File: src/rtl/lcd_sink.sv
// lcd_sink: HD44780-style 2x16 LCD bus responder with 32-byte display RAM, busy timing and debug read port
module lcd_sink #(
  parameter int BUSY_CYCLES  = 40,
  parameter int CLEAR_CYCLES = 1640
) (
  input  logic       lcdclk,
  input  logic       reset,
  input  logic       lcd_rs,
  input  logic       lcd_rw,
  input  logic       lcd_en,
  input  logic [7:0] lcd_data_in,
  output logic [7:0] lcd_data_out,
  output logic       lcd_data_oe,
  input  logic [4:0] dbg_addr,
  output logic [7:0] dbg_char,
  output logic [6:0] cursor_addr,
  output logic       disp_on,
  output logic       busy,
  output logic       write_strobe,
  output logic       protocol_err
);
  localparam logic [10:0] BUSY_N  = 11'(BUSY_CYCLES);
  localparam logic [10:0] CLEAR_N = 11'(CLEAR_CYCLES);
  logic en_d1_q, en_d2_q, rs_q, rw_q, oe_q, id_q, disp_q, ws_q, perr_q;
  logic [7:0] data_q, dbg_q;
  logic [6:0] cur_q, cur_inc, cur_dec;
  logic [10:0] cnt_q;
  logic [31:0][7:0] ram_q;
  logic rise, fall, commit, busy_w;
  logic [4:0] idx;
  assign rise    = en_d1_q & ~en_d2_q;
  assign fall    = en_d2_q & ~en_d1_q;
  assign busy_w  = cnt_q != 11'd0;
  assign commit  = fall & ~(~rs_q & rw_q);
  assign idx     = {cur_q[6], cur_q[3:0]};
  assign cur_inc = cur_q == 7'h0F ? 7'h40 : cur_q == 7'h4F ? 7'h00 : cur_q + 7'd1;
  assign cur_dec = cur_q == 7'h00 ? 7'h4F : cur_q == 7'h40 ? 7'h0F : cur_q - 7'd1;
  assign lcd_data_out = oe_q ? (rs_q ? ram_q[idx] : {busy_w, cur_q}) : 8'h00;
  assign lcd_data_oe  = oe_q;
  assign dbg_char     = dbg_q;
  assign cursor_addr  = cur_q;
  assign disp_on      = disp_q;
  assign busy         = busy_w;
  assign write_strobe = ws_q;
  assign protocol_err = perr_q;
  always_ff @(posedge lcdclk) begin
    if (reset) begin
      en_d1_q <= 1'b0;
      en_d2_q <= 1'b0;
      rs_q    <= 1'b0;
      rw_q    <= 1'b0;
      data_q  <= 8'h00;
      oe_q    <= 1'b0;
      cur_q   <= 7'h00;
      id_q    <= 1'b1;
      disp_q  <= 1'b0;
      cnt_q   <= 11'd0;
      ws_q    <= 1'b0;
      perr_q  <= 1'b0;
      dbg_q   <= 8'h20;
      ram_q   <= {32{8'h20}};
    end else begin
      en_d1_q <= lcd_en;
      en_d2_q <= en_d1_q;
      if (en_d1_q) begin
        rs_q   <= lcd_rs;
        rw_q   <= lcd_rw;
        data_q <= lcd_data_in;
      end
      dbg_q  <= ram_q[dbg_addr];
      ws_q   <= 1'b0;
      perr_q <= 1'b0;
      if (rise && lcd_rw) oe_q <= 1'b1;
      else if (fall) oe_q <= 1'b0;
      if (busy_w) cnt_q <= cnt_q - 11'd1;
      if (commit && busy_w) perr_q <= 1'b1;
      else if (commit) begin
        cnt_q <= BUSY_N;
        if (rs_q) begin
          cur_q <= id_q ? cur_inc : cur_dec;
          if (!rw_q) begin
            ram_q[idx] <= data_q;
            ws_q       <= 1'b1;
          end
        end else if (data_q[7]) cur_q <= {data_q[6], 2'b00, data_q[3:0]};
        else if (data_q[6:5] == 2'b00) begin
          if (data_q[4]) begin
            if (!data_q[3]) cur_q <= data_q[2] ? cur_inc : cur_dec;
          end else if (data_q[3]) disp_q <= data_q[2];
          else if (data_q[2]) id_q <= data_q[1];
          else if (data_q[1]) begin
            cur_q <= 7'h00;
            cnt_q <= CLEAR_N;
          end else if (data_q[0]) begin
            cur_q <= 7'h00;
            id_q  <= 1'b1;
            cnt_q <= CLEAR_N;
            ram_q <= {32{8'h20}};
          end
        end
      end
    end
  end
endmodule
File: config.mk
export PLATFORM = sky130hd
export DESIGN_NAME = lcd_sink
export DESIGN_NICKNAME = d
export VERILOG_FILES = /design/src/rtl/lcd_sink.sv
export SDC_FILE = /design/constraint.sdc
export NUM_CORES = 1
export LEC_CHECK = 0
export CORE_UTILIZATION = 35
export DETAILED_ROUTE_END_ITERATION = 10
export PLACE_DENSITY = 0.54
export SLEW_MARGIN = 20
export SYNTH_ARGS = -nofsm -noshare
export SYNTH_HDL_FRONTEND = slang
export SYNTH_SLANG_ARGS = --single-unit
File: constraint.sdc
create_clock -name lcdclk -period 2.7 [get_ports lcdclk]
set_input_delay 0.27 -clock lcdclk [delete_from_list [all_inputs] [get_ports lcdclk]]
set_output_delay 0.27 -clock lcdclk [all_outputs]
set_load 0.02 [all_outputs]
; Yosys cells after proc, flatten, opt, wreduce, memory -nomap -nowiden
; Cells that the tools add are included.
[op_classes]
add_sub_neg = 3
magnitude_cmp = 3
eq_ne = 12
n_mux = 51
bitwise = 13
n_reduce_logical = 17
[ops]
columns = operator, n
row1 = 2-to-1 mux 256 bit, 9
row2 = bitwise mux 256 bit, 1
row3 = 2-to-1 mux 11 bit, 11
row4 = 2-to-1 mux 7 bit, 15
row5 = binary-select mux 8 bit (select 5 bit), 2
row6 = demux 8 bit (select 5 bit), 1
row7 = 2-to-1 mux 8 bit, 5
row8 = equality test 7 bit (second input constant), 2
row9 = less-than comparator 5 x 6 -> 1 bit (second input constant), 2
row10 = != test 2 bit (second input constant), 6
row11 = nonzero test 11 bit, 1
row12 = subtractor 11 x 1 -> 11 bit (second input constant), 1
row13 = AND reduction 10 bit, 1
row14 = NOT 1 bit, 9
row15 = AND reduction 9 bit, 1
row16 = nonzero test 2 bit, 4
row17 = adder 7 x 1 -> 7 bit (second input constant), 1
row18 = equality test 7 x 4 -> 1 bit (second input constant), 1
row19 = logical NOT 7 bit, 1
row20 = 2-to-1 mux 1 bit, 7
row21 = AND reduction 7 bit, 1
row22 = subtractor 7 x 1 -> 7 bit (second input constant), 1
row23 = AND reduction 6 bit, 1
row24 = greater-or-equal comparator 5 x 1 -> 1 bit (second input constant), 1
row25 = 9 further kinds, 14
[word_totals]
ff_bits = 299
input_bits = 18
word_cells = 144

; Longest topological paths before layout
[depth]
ltp_word = 10
depth_mapped = 11

; Worst setup path after synthesis
; Ideal clock, no wire load.
[synth_timing]
kind = reg-to-reg
start = register cur_q[1] (netlist: cursor_addr[1])
end = register ram_q[224] (netlist bit)
setup_time_ns = 0.071
t_arrival_ns = 2.738
setup_slack_ns = -0.109
path_stages_with_launch = 11
path_buffers = 4
synth_period_minus_slack_ns = 2.809
cell_sequence = dfxtp_1 buf_2 buf_1 clkbuf_1 inv_1 ha_1 clkbuf_1 nand2_1 nand2_1 a21oi_1 o2bb2ai_1
[synth_between]
elab_chain_len = 7
[synth_rtl]
columns = element, line_no
row1 = "start, declared", 26  ; logic [6:0] cur_q, cur_inc, cur_dec;
row2 = "start signal, assigned", 80  ; cur_q <= id_q ? cur_inc : cur_dec;
row3 = "start signal, assigned", 85  ; end else if (data_q[7]) cur_q <= {data_q[6], 2'b00, data_q[3:0]};
row4 = "start signal, assigned", 88  ; if (!data_q[3]) cur_q <= data_q[2] ? cur_inc : cur_dec;
row5 = less-than comparator 5 x 6 -> 1 bit (not written as such) / greater-or-equal comparator 5 x 1 -> 1 bit (equally long branches), 82  ; ram_q[idx] <= data_q;
row6 = logical AND 1 bit (not written as such), 82
row7 = 2-to-1 mux 8 bit (not written as such), 82
row8 = demux 8 bit (select 5 bit) *, 82
row9 = bitwise mux 256 bit *, 82
row10 = 2-to-1 mux 256 bit *, 81  ; if (!rw_q) begin
row11 = 2-to-1 mux 256 bit *, 79  ; if (rs_q) begin
row12 = "end signal, assigned", 61  ; ram_q <= {32{8'h20}};
row13 = "end signal, assigned by index", 82
row14 = "end signal, assigned", 98  ; ram_q <= {32{8'h20}};
row15 = "end, declared", 28  ; logic [31:0][7:0] ram_q;
; Every way passes the cells marked *; elsewhere a longest branch is shown, timed or not. The select of a mux whose other input is x is not followed.
; A chain may end at the register's enable or synchronous reset.

; Final worst setup path
[layout_timing]
start = register cur_q[0] (netlist: cursor_addr[0])
end = output port lcd_data_out[4]
[layout_between]
elab_chain_len = 4
[layout_rtl]
columns = element, line_no
row1 = binary-select mux 8 bit (select 5 bit), 38  ; assign lcd_data_out = oe_q ? (rs_q ? ram_q[idx] : {busy_w, cur_q}) : 8'h00;
row2 = 2-to-1 mux 8 bit (not written as such), 38
row3 = 2-to-1 mux 8 bit (2 in a row), 38
row4 = "end, declared", 12  ; output logic [7:0] lcd_data_out,
; No other way between the ends. The select of a mux whose other input is x is not followed.

==> out/metrics.csv <==
metric;value;unit
drive_gt1_share;29.1;%
grt_max_degree;45;
syn-num-nets;1429;
syn-instance-count;1405;
antennaDiodeCount;0;
min_from;lcd_en;
synth_area_leaders;dfxtp_1 39%, mux4_2 16%, o2bb2ai_1 13%;
tightest_slew;0.740;ns
layout_commonest_cell;dfxtp_1;
synth_seq_cells;299;
clkPwrFrac;46.0;%
violations;setup timing;
timing.rr.end;cursor_addr[0];
yosys_warnings;0;
num_rows;75;
start_util;35.9;%
grt_pass1_wl;83.6;mm
yosys.area.top_type_share;39.4;%
power_frac_seq;43.1;%
grt_use_total;25.0;%
crit_type;register to output port;
leakage;6.28;nW
cts_sinks;299;
syn_area_per_cell;10.8;um^2
die_y;210;um
cts_root_buffer;clkbuf_16;
worst_setup_path_start_kind;register;
fmax;0.354;GHz
critPathRequiredTime;2.43;ns
final_nets;1550;
post-place-cells;2049;
top_level_ports;46;
mostFrequentLayoutCells;293 x dfxtp_1, 223 x o2bb2ai_1, 142 x buf_4, 111 x nand2_1, 108 x mux4_2;
hp-class;primary input to register;
vias;13100;
instances_no_fill;2128;
die_x;210;um
place_congestion;0.902;
syn_to_final_growth;24.7;%
yosysUniqueCellTypes;66;
worstSetupEndpointType;output port;
synth-seq-area-share;39.4;%
clk_path_buf_depth;3;
worstHoldPathCells;2;
tritoncts;yes;
power-per-cell-area;555;nW/um^2
totalPowerFinal;10.5;mW
slew_headroom;50.6;%
ir_worst_vdd;340;uV
worstReg2RegStart;cursor_addr[0];
hold_viol_final;0;
r2r_cells;10;
p_comb_share;10.9;%
async_flop_share;0;%
dieArea;44200;um^2
setup_viol_count_final;8;
first_pass_iters;5;
fillers;3915;
post-route-period-util;105;%
ctsHtreeMaxLevel;2;
place_ws;-0.455;ns
synth_area_leader_cell;dfxtp_1;
drtIter0Drc;1257;
synth_area;15200;um^2
p_int;7.81;mW
status;finished with violations;
port_buffers;45;
synth_edf_count;0;
clkLatencyLatePin;0.56;ns
period_minus_slack;2.82;ns
power.net_switching;2.70;mW
grt_pass1_vias;12700;
whs;0.286;ns
cp_max_fo;6;
core_area;42300;um^2
r2r_setup_slack;0.12;ns
ys.flop_type;dfxtp_1;
grt_antenna_before_repair;0;
post-route-drc-count;0;
drt-wirelength-per-cell;25.9;um
cts_buffers;36;
dp_hpwl;37.7;mm
clk_pin_slew_worst_paths;0.06;ns
drtAntennaViolNets;0;
min_to;en_d1_q;
fin_area;18900;um^2
rsz0062_at_grt;true;
final.setup_skew;0.0250;ns
fin_ws;-0.123;ns
grt-ovfl-total;0;
drv_slew;0;
placed_cell_area;17200;um^2
cap_violations;0;
arrival;2.55;ns
finalWirelength;55.2;mm
swShare;25.7;%
drt-vias-per-instance;6.16;
## logic make-up after synthesis
kind of cell / share of synthesized area (%)
flops: 39.4
simple gates: 11.0
compound gates: 23.9
fa+ha+maj: 0.495
buf+inv: 4.91
mux: 19.5
xor+xnor: 0.808
## sequential cells by signal, summed over array words and instances, names as in the netlist, 7 cells and up
name / flops
dbg_char: 8
cnt_q: 11
data_q: 8
ram_q: 256
cursor_addr: 7
## per-layer routing
metal / up-vias / global-route usage (%) / routed length (um)
met5: - / 0 / 0
met4: 0 / 9.11 / 1730
met3: 94 / 4.57 / 4140
met2: 564 / 38.4 / 25100
met1: 6648 / 35.0 / 24300
li1: 5808 / - / -
## per-stage QoR
| step | utilization [%] | TNS [ns] |
|---|---|---|
| floorplan | - | 0 |
| global placement | 40.6 | -12.69 |
| detailed placement | 40.6 | -1.36 |
| CTS | 44.3 | -0.733 |
| global route | 44.7 | -1.12 |
| finish | 44.7 | -0.660 |
## critical path, cell delays in order, from the launching register on
cell      delay [ns]
dfxtp_4         0.43
buf_6           0.15
buf_6           0.10
mux4_2          0.51
a22o_1          0.26
a221oi_2        0.20
a31oi_2         0.15
buf_4           0.20
## area by class of cell
cell class	count	area, um^2	area share (%)
clock inverters	10	65.1	0.344
multi-input cells	957	8870	46.9
inverters	18	67.6	0.357
clock buffers	53	1120	5.90
flip-flops and latches	299	6000	31.7
repair buffers	214	2080	11.0
well taps	577	722	3.81
## synthesized netlist by cell type (3+ instances only)
cell	n
nor4_1	17
o41ai_1	25
a22o_1	21
or4b_2	3
nand2_1	113
a31oi_1	11
nor2_1	66
ha_1	6
nor3_1	18
nand3_1	5
or4_1	5
o22ai_1	12
and3b_1	3
a22oi_1	16
mux4_2	108
a21oi_2	6
o31ai_1	3
nand2b_1	9
nand2_2	7
buf_2	16
o21bai_1	27
a211oi_1	5
o2bb2ai_1	223
nor2b_1	16
nand3b_1	25
or3_1	7
clkbuf_1	71
nand4_1	4
xnor2_1	10
xor2_1	4
a21oi_1	49
or2_2	3
a221oi_1	23
inv_1	18
buf_6	21
buf_1	20
mux2_2	8
nor3b_1	5
dfxtp_1	299
a311oi_1	4
mux2i_1	43
o21ai_0	17
nand4b_1	3
## how the worst max path moves through the flow
stage	startpoint	endpoint	slack, ns	depth (start not counted)
2_1_floorplan	cursor_addr[1]	ram_q[224]	0.02	10
3_3_place_gp	cursor_addr[2]	lcd_data_out[2]	-0.42	7
3_5_place_dp	cursor_addr[2]	lcd_data_out[2]	-0.46	7
4_1_cts	cursor_addr[0]	lcd_data_out[4]	-0.15	7
5_1_grt	cursor_addr[1]	lcd_data_out[6]	-0.18	8
6_report	cursor_addr[0]	lcd_data_out[4]	-0.12	7
## power groups by stage
| stage | clock (mW) | combinational, mW | sequential (mW) |
|---|---|---|---|
| after floorplan | 0 | 0.674 | 4.62 |
| after global placement | 0 | 1.08 | 4.63 |
| after detailed placement | 0 | 1.09 | 4.63 |
| after CTS | 4.92 | 1.11 | 4.53 |
| after global routing | 5.11 | 1.23 | 4.54 |
| final | 4.83 | 1.14 | 4.53 |
## what timing repair did
action | 4_1_cts | 5_1_grt
pin swaps | 15 | 4
gates cloned | 1 | 1
endpoints found under the setup margin | 9 | 106
setup buffers | 14 | 0
hold buffers | 0 | 0
gates resized for setup | 110 | 27
Note: power is estimated with default switching activity, not from simulation.
